--- src/rtl/out_fm_tile_writer.sv ---
// Moves one output tile from the PE-array FIFO into P banked output RAMs, clipping writes outside the map.
// Optional OUT_FM_RELU_EN clamps negative lanes to zero in the output stage.
module out_fm_tile_writer #(
  parameter int unsigned AW = 16,
  parameter int unsigned DW = 32,
  parameter int unsigned P  = 4,
  parameter int unsigned N  = 32,
  parameter int unsigned R  = 62,
  parameter int unsigned C  = 30,
  parameter int unsigned TN = 8,
  parameter int unsigned TR = 14,
  parameter int unsigned TC = 6
) (
  input  logic            clk,
  input  logic            rst,
  input  logic            start,
  output logic            busy,
  output logic            done,
  input  logic [AW-1:0]   tile_base_n,
  input  logic [AW-1:0]   tile_base_row,
  input  logic [AW-1:0]   tile_base_col,
  output logic            fifo_pop,
  input  logic            fifo_empty,
  input  logic [P*DW-1:0] data_from_fifo,
  output logic [P-1:0]    ram_wena,
  output logic [AW-1:0]   ram_addr,
  output logic [P*DW-1:0] data_to_ram
);

  localparam int unsigned G   = TN / P;
  localparam int unsigned WW  = 2 * AW;
  localparam int unsigned TCW = $clog2(TC + 1);
  localparam int unsigned TRW = $clog2(TR + 1);
  localparam int unsigned GW  = $clog2(G + 1);

  localparam logic [1:0] IDLE  = 2'd0;
  localparam logic [1:0] RUN   = 2'd1;
  localparam logic [1:0] FLUSH = 2'd2;
  localparam logic [1:0] DONE  = 2'd3;

  logic [1:0]      state_q, state_d;
  logic [AW-1:0]   bn_q, bn_d, br_q, br_d, bc_q, bc_d;
  logic [TCW-1:0]  tc_q, tc_d;
  logic [TRW-1:0]  tr_q, tr_d;
  logic [GW-1:0]   g_q, g_d;
  logic            s1_valid_q, s1_valid_d;
  logic [AW-1:0]   s1_addr_q, s1_addr_d;
  logic [P-1:0]    s1_en_q, s1_en_d;
  logic [P-1:0]    ram_wena_q, ram_wena_d;
  logic [AW-1:0]   ram_addr_q, ram_addr_d;
  logic [P*DW-1:0] data_q, data_d;

  logic            pop;
  logic            last_pop;
  logic [WW-1:0]   blk_full;
  logic [WW-1:0]   row_full;
  logic [WW-1:0]   col_full;
  logic            row_ok;
  logic            col_ok;
  logic [DW-1:0]   lane;

  assign pop      = (state_q == RUN) && !fifo_empty;
  assign last_pop = pop && (tc_q == TCW'(TC - 1)) && (tr_q == TRW'(TR - 1)) && (g_q == GW'(G - 1));

  // Address and per-lane legality for the word being popped this cycle.
  always_comb begin
    blk_full = WW'(bn_q / AW'(P)) + WW'(g_q);
    row_full = WW'(br_q) + WW'(tr_q);
    col_full = WW'(bc_q) + WW'(tc_q);
    row_ok   = row_full < WW'(R);
    col_ok   = col_full < WW'(C);
    s1_addr_d = AW'((blk_full * WW'(R) + row_full) * WW'(C) + col_full);
    s1_en_d   = '0;
    for (int unsigned p = 0; p < P; p++) begin
      s1_en_d[p] = row_ok && col_ok &&
                   ((WW'(bn_q) + WW'(g_q) * WW'(P) + WW'(p)) < WW'(N));
    end
    s1_valid_d = pop;
  end

  always_comb begin
    state_d = state_q;
    bn_d    = bn_q;
    br_d    = br_q;
    bc_d    = bc_q;
    tc_d    = tc_q;
    tr_d    = tr_q;
    g_d     = g_q;
    case (state_q)
      IDLE: begin
        if (start) begin
          bn_d    = tile_base_n;
          br_d    = tile_base_row;
          bc_d    = tile_base_col;
          tc_d    = '0;
          tr_d    = '0;
          g_d     = '0;
          state_d = RUN;
        end
      end
      RUN: begin
        if (pop) begin
          if (tc_q == TCW'(TC - 1)) begin
            tc_d = '0;
            if (tr_q == TRW'(TR - 1)) begin
              tr_d = '0;
              g_d  = g_q + GW'(1);
            end else begin
              tr_d = tr_q + TRW'(1);
            end
          end else begin
            tc_d = tc_q + TCW'(1);
          end
          if (last_pop) state_d = FLUSH;
        end
      end
      // Once stage 1 drains, the output stage holds the final write; DONE lands on the next cycle.
      FLUSH: begin
        if (!s1_valid_q) state_d = DONE;
      end
      DONE:    state_d = IDLE;
      default: state_d = IDLE;
    endcase
  end

  always_comb begin
    ram_wena_d = s1_valid_q ? s1_en_q : '0;
    ram_addr_d = ram_addr_q;
    data_d     = data_q;
    lane       = '0;
    if (s1_valid_q) begin
      ram_addr_d = s1_addr_q;
      for (int unsigned p = 0; p < P; p++) begin
        lane = data_from_fifo[p*DW +: DW];
`ifdef OUT_FM_RELU_EN
        if (lane[DW-1]) lane = '0;
`endif
        data_d[p*DW +: DW] = lane;
      end
    end
  end

  always_ff @(posedge clk or posedge rst) begin
    if (rst) begin
      state_q    <= IDLE;
      bn_q       <= '0;
      br_q       <= '0;
      bc_q       <= '0;
      tc_q       <= '0;
      tr_q       <= '0;
      g_q        <= '0;
      s1_valid_q <= 1'b0;
      s1_addr_q  <= '0;
      s1_en_q    <= '0;
      ram_wena_q <= '0;
      ram_addr_q <= '0;
      data_q     <= '0;
    end else begin
      state_q    <= state_d;
      bn_q       <= bn_d;
      br_q       <= br_d;
      bc_q       <= bc_d;
      tc_q       <= tc_d;
      tr_q       <= tr_d;
      g_q        <= g_d;
      s1_valid_q <= s1_valid_d;
      s1_addr_q  <= s1_addr_d;
      s1_en_q    <= s1_en_d;
      ram_wena_q <= ram_wena_d;
      ram_addr_q <= ram_addr_d;
      data_q     <= data_d;
    end
  end

  assign busy        = (state_q == RUN) || (state_q == FLUSH);
  assign done        = (state_q == DONE);
  assign fifo_pop    = pop;
  assign ram_wena    = ram_wena_q;
  assign ram_addr    = ram_addr_q;
  assign data_to_ram = data_q;

endmodule

--- config.mk ---
export PLATFORM = sky130hd
export DESIGN_NAME = out_fm_tile_writer
export DESIGN_NICKNAME = d
export VERILOG_FILES = /design/src/rtl/out_fm_tile_writer.sv
export SDC_FILE = /design/constraint.sdc
export NUM_CORES = 1
export LEC_CHECK = 0
export CAP_MARGIN = 40
export CORE_AREA = 2 2 166 168
export CTS_CLUSTER_SIZE = 14
export DETAILED_ROUTE_END_ITERATION = 8
export DIE_AREA = 0 0 168 170
export PLACE_DENSITY_LB_ADDON = 0.08
export SLEW_MARGIN = 30
export SYNTH_ARGS = -nofsm -noshare
export SYNTH_HDL_FRONTEND = slang
export SYNTH_SLANG_ARGS = --single-unit
export TNS_END_PERCENT = 20
--- constraint.sdc ---
create_clock -name clk -period 11.1 [get_ports clk]
set_clock_uncertainty 0.1 [all_clocks]
set_input_delay 2.22 -clock clk [delete_from_list [all_inputs] [get_ports clk]]
set_output_delay 2.22 -clock clk [all_outputs]
set_load 0.02 [all_outputs]
==> impl_results.md <==
* Post-synthesis to final-layout area growth at 34.2%
* Wire length per cell at 18.2 um
* Clock latency reported for the late side of the worst-skew pair at 0.54 ns
* RR Startpoint: g_q[0]$_DFFE_PP0P_
* Vertical extent of the die at 170 um
* First-pass iteration count of the detailed router at 5
* Pin count of the biggest net entering global routing at 85
* Clk Tree Root Cell: clkbuf_16
* Post-detailed-route via-to-cell ratio at 5.27
* Slew of the pin with the lowest slew margin at 0.751 ns
* Final Cycle Share at 0.813
* Crit-path most repeated cell: fa_1
* Net count of the mapped netlist at 1,475
* Number of clock buffers inserted by TritonCTS at 26
* Number of antenna violations at the first check in global routing at 1
* Avg Cell Area, Syn at 11.7 sq um
* Time the worst path needs with I/O delays and setup at 9.03 ns
* Synth warnings at 0
* Hold Crit Class: reg -> reg
* Post-synthesis share of cell area spent on xor and xnor gates at 0.0759
* Post-CTS setup buffers at 0
* CTS tree: built
* Core footprint at 0.0267 sq mm
* GRT Residual Overflow at 0
* Number of buffer and inverter instances along the worst setup path at 5
* Cts-stage hold buffer count at 0
* Post-route setup TNS at 0 ns
* Deepest level of the CTS H-tree at 1
* Worst Path Required at 11.41 ns
* Worst hold endpoint: ram_wena[0]$_DFF_PP0_
* Status: completed
* Max Freq at 111 MHz
* Critical path's top delay family: adder cells
* Biggest fanout along the worst timing path at 5
* Max-capacitance violation count at 0
* Setup violation total in the final timing report at 0
* Mux contribution to synthesized area at 0.162
* Setup repair after global routing missed its margin: no
* Worst-case clock buffer depth at 3
* Number of nets in the layout at 1,814
* Simple logic cell fraction of the synthesized area at 0.0830
* Detail Route Antenna Nets at 0
* Vias in the first global route at 9,679
* Detailed-placement wirelength estimate at approximately 27 mm
* Adder-cell area share of the yosys netlist at 0.152
* FFs w/ async S/R, synth at 1.00
* Dominant combinational cell family by area after synthesis: multiplexers
* Register bit total from synthesis at 228
* Worst slew slack as a fraction of its limit at 0.495
* Clock sinks at roughly 230
* Start point of the worst hold path: s1_en_q[0]$_DFF_PP0_
* Overall fraction of global-route tracks in use at 0.234
* Top Ports at 331
* Category of the critical setup timing path: reg -> reg
* Portion of the post-synthesis area used by sequential elements at 0.422
* Number of cells traversed by the worst hold path at 1
* Wire length of the first global-routing pass at ~53 mm
* Post-synth EDFFs at 0
* Count of input and output buffers at 330
* Fraction of final layout cells sized beyond drive strength 1 at 0.176
* Number of DRC violations after detailed-routing iteration 0 at 600
* Post-synthesis instance area at 0.0135 sq mm
* Clock transition at the registers of the reported paths at about 0.06 ns
* Number of placement rows at 60
* Delay of the slowest cell on the worst path at 0.54 ns
* Final weighted congestion in routability-driven placement at 0.895
* Number of design rule violations left after detail routing at 0
* R2r setup slk at 2.07 ns
* Worst reg2reg endpoint: s1_addr_q[15]$_DFF_PP0_
* Critical Path Source Type: flip-flop
* Final routed wirelength across all metal layers at 33.9 mm
* Worst endpoint data arrival time at between 9 and 10 ns
* Effective utilization at floorplan at 0.508
* Number of instances in the synthesized netlist at 1,161
* Hold Violations, Final at 0
* Dominant synthesized flop cell: dfrtp_1
* Crit. End Element: flip-flop
* Worst reg2reg path depth at 33
* Cell type of the slowest stage on the worst timing path: fa_1
* Max-slew violation count at 0
* Multi-input combinational cell area at about 0.0073 sq mm
* Reg area at 0.00571 sq mm
* Number of fillers in the final layout at 2,078
* DR vias at ~9,800
* Unique masters post-synth at 68
* Die ar. at 0.0286 sq mm
* Post-CTS resize count at 0
* Die span in x at approximately 170 um
* Compound-cell area share of the yosys netlist at 0.0659
[synth_stat cells, types with 3 or more instances]
master / n / area, sq um
fa_1: 50 / 1000
o21ai_1: 4 / 20.0
o2111ai_1: 3 / 26.3
o21bai_1: 6 / 45.0
nor2_1: 45 / 169
xor2_1: 29 / 254
and4_1: 6 / 52.6
or4_1: 3 / 22.5
mux2_2: 194 / 2180
nand2b_1: 6 / 37.5
clkbuf_1: 21 / 78.8
ha_1: 84 / 1050
xnor2_1: 75 / 657
nor4_1: 5 / 31.3
a21oi_2: 5 / 43.8
buf_1: 5 / 18.8
nand4_1: 7 / 43.8
or3_1: 4 / 25.0
a21o_1: 12 / 90.1
and3_1: 10 / 62.6
a31oi_1: 9 / 56.3
o21a_1: 5 / 37.5
nor2b_1: 11 / 68.8
a22oi_1: 3 / 22.5
inv_1: 114 / 428
nand2_1: 45 / 169
dfrtp_1: 228 / 5710
and2_1: 7 / 43.8
o21ai_0: 20 / 100
buf_2: 3 / 15.0
o31ai_1: 5 / 37.5
nand3_1: 29 / 145
o211ai_1: 4 / 30.0
nor3_1: 28 / 140
a21oi_1: 31 / 155
a21boi_0: 3 / 22.5
[final cells by class]
class / instances / area share
diodes: 1 / 0.000138
clock buffers: 39 / 0.0435
flip-flops and latches: 228 / 0.314
clock inverters: 7 / 0.00427
repair buffers: 340 / 0.189
multi-input cells: 790 / 0.402
inverters: 114 / 0.0240
well taps: 341 / 0.0235
[flip-flops by register name, summed over array words and instances (netlist names), 2 cells and up]
register and cells:
data_to_ram 128, bc_q 16, bn_q 16, br_q 16, ram_addr 16, s1_addr_q 16
ram_wena 4, s1_en_q 4, tr_q 4, tc_q 3, g_q 2, state_q 2
[cells by family after synthesis]
group           after synthesis
buf+inv                     143
xor+xnor                    109
mux                         195
compound gates              133
flops                       228
fa+ha+maj                   134
simple gates                219
[layer usage]
| metal | global-route usage | up-vias | wire, um |
|---|---|---|---|
| met5 | 0 | - | 0 |
| met4 | 0.0798 | 0 | 1090 |
| met3 | 0.0386 | 61 | 1880 |
| met2 | 0.411 | 300 | 17100 |
| met1 | 0.295 | 4751 | 13900 |
| li1 | - | 4695 | - |
[stage by stage]
step / hold WS (ns) / std cells / utilization / worst slack (ns) / cell area, sq um
final: 0.353 / 1860 / 0.681 / 2.07 / 18200
after detailed placement: 0.350 / 1812 / 0.649 / 2.09 / 17300
after CTS: 0.358 / 1858 / 0.681 / 2.06 / 18200
after floorplan: 0.334 / 1161 / - / 2.53 / 13500
after global routing: 0.379 / 1860 / 0.681 / 1.34 / 18200
after global placement: 0.338 / 1809 / 0.646 / 2.30 / 17200
[how the worst max path moves through the flow]
stage	to	slack, ns	from	cells after the start
6_report	s1_addr_q[15]$_DFF_PP0_	2.07	g_q[0]$_DFFE_PP0P_	33
5_1_grt	s1_addr_q[15]$_DFF_PP0_	1.34	g_q[0]$_DFFE_PP0P_	33
4_1_cts	s1_addr_q[15]$_DFF_PP0_	2.06	g_q[0]$_DFFE_PP0P_	33
3_5_place_dp	s1_addr_q[15]$_DFF_PP0_	2.09	g_q[0]$_DFFE_PP0P_	30
3_3_place_gp	s1_addr_q[15]$_DFF_PP0_	2.30	g_q[0]$_DFFE_PP0P_	30
2_1_floorplan	bc_q[0]$_DFFE_PP0P_	2.53	rst	1
[layout by cell type, fill, tap and decap left out, types with 7 or more instances in the layout]
| master | netlist | final |
|---|---|---|
| clkbuf_16 | 0 | 26 |
| nor2_1 | 45 | 45 |
| a31oi_1 | 9 | 9 |
| xnor2_1 | 75 | 75 |
| mux2_2 | 194 | 194 |
| nand3_1 | 29 | 29 |
| o21ai_0 | 20 | 20 |
| ha_1 | 84 | 84 |
| xor2_1 | 29 | 29 |
| and3_1 | 10 | 10 |
| clkdlybuf4s50_1 | 0 | 330 |
| nor3_1 | 28 | 28 |
| fa_1 | 50 | 50 |
| a21oi_1 | 31 | 31 |
| and2_1 | 7 | 7 |
| a21o_1 | 12 | 12 |
| nand4_1 | 7 | 7 |
| nor2b_1 | 11 | 11 |
| nand2_1 | 45 | 44 |
| clkbuf_8 | 0 | 9 |
| inv_1 | 114 | 113 |
| dfrtp_1 | 228 | 227 |
Power is left out: the tool's default activity adds up to more than one toggle a clock period on the data nets, which glitch-free logic cannot reach.
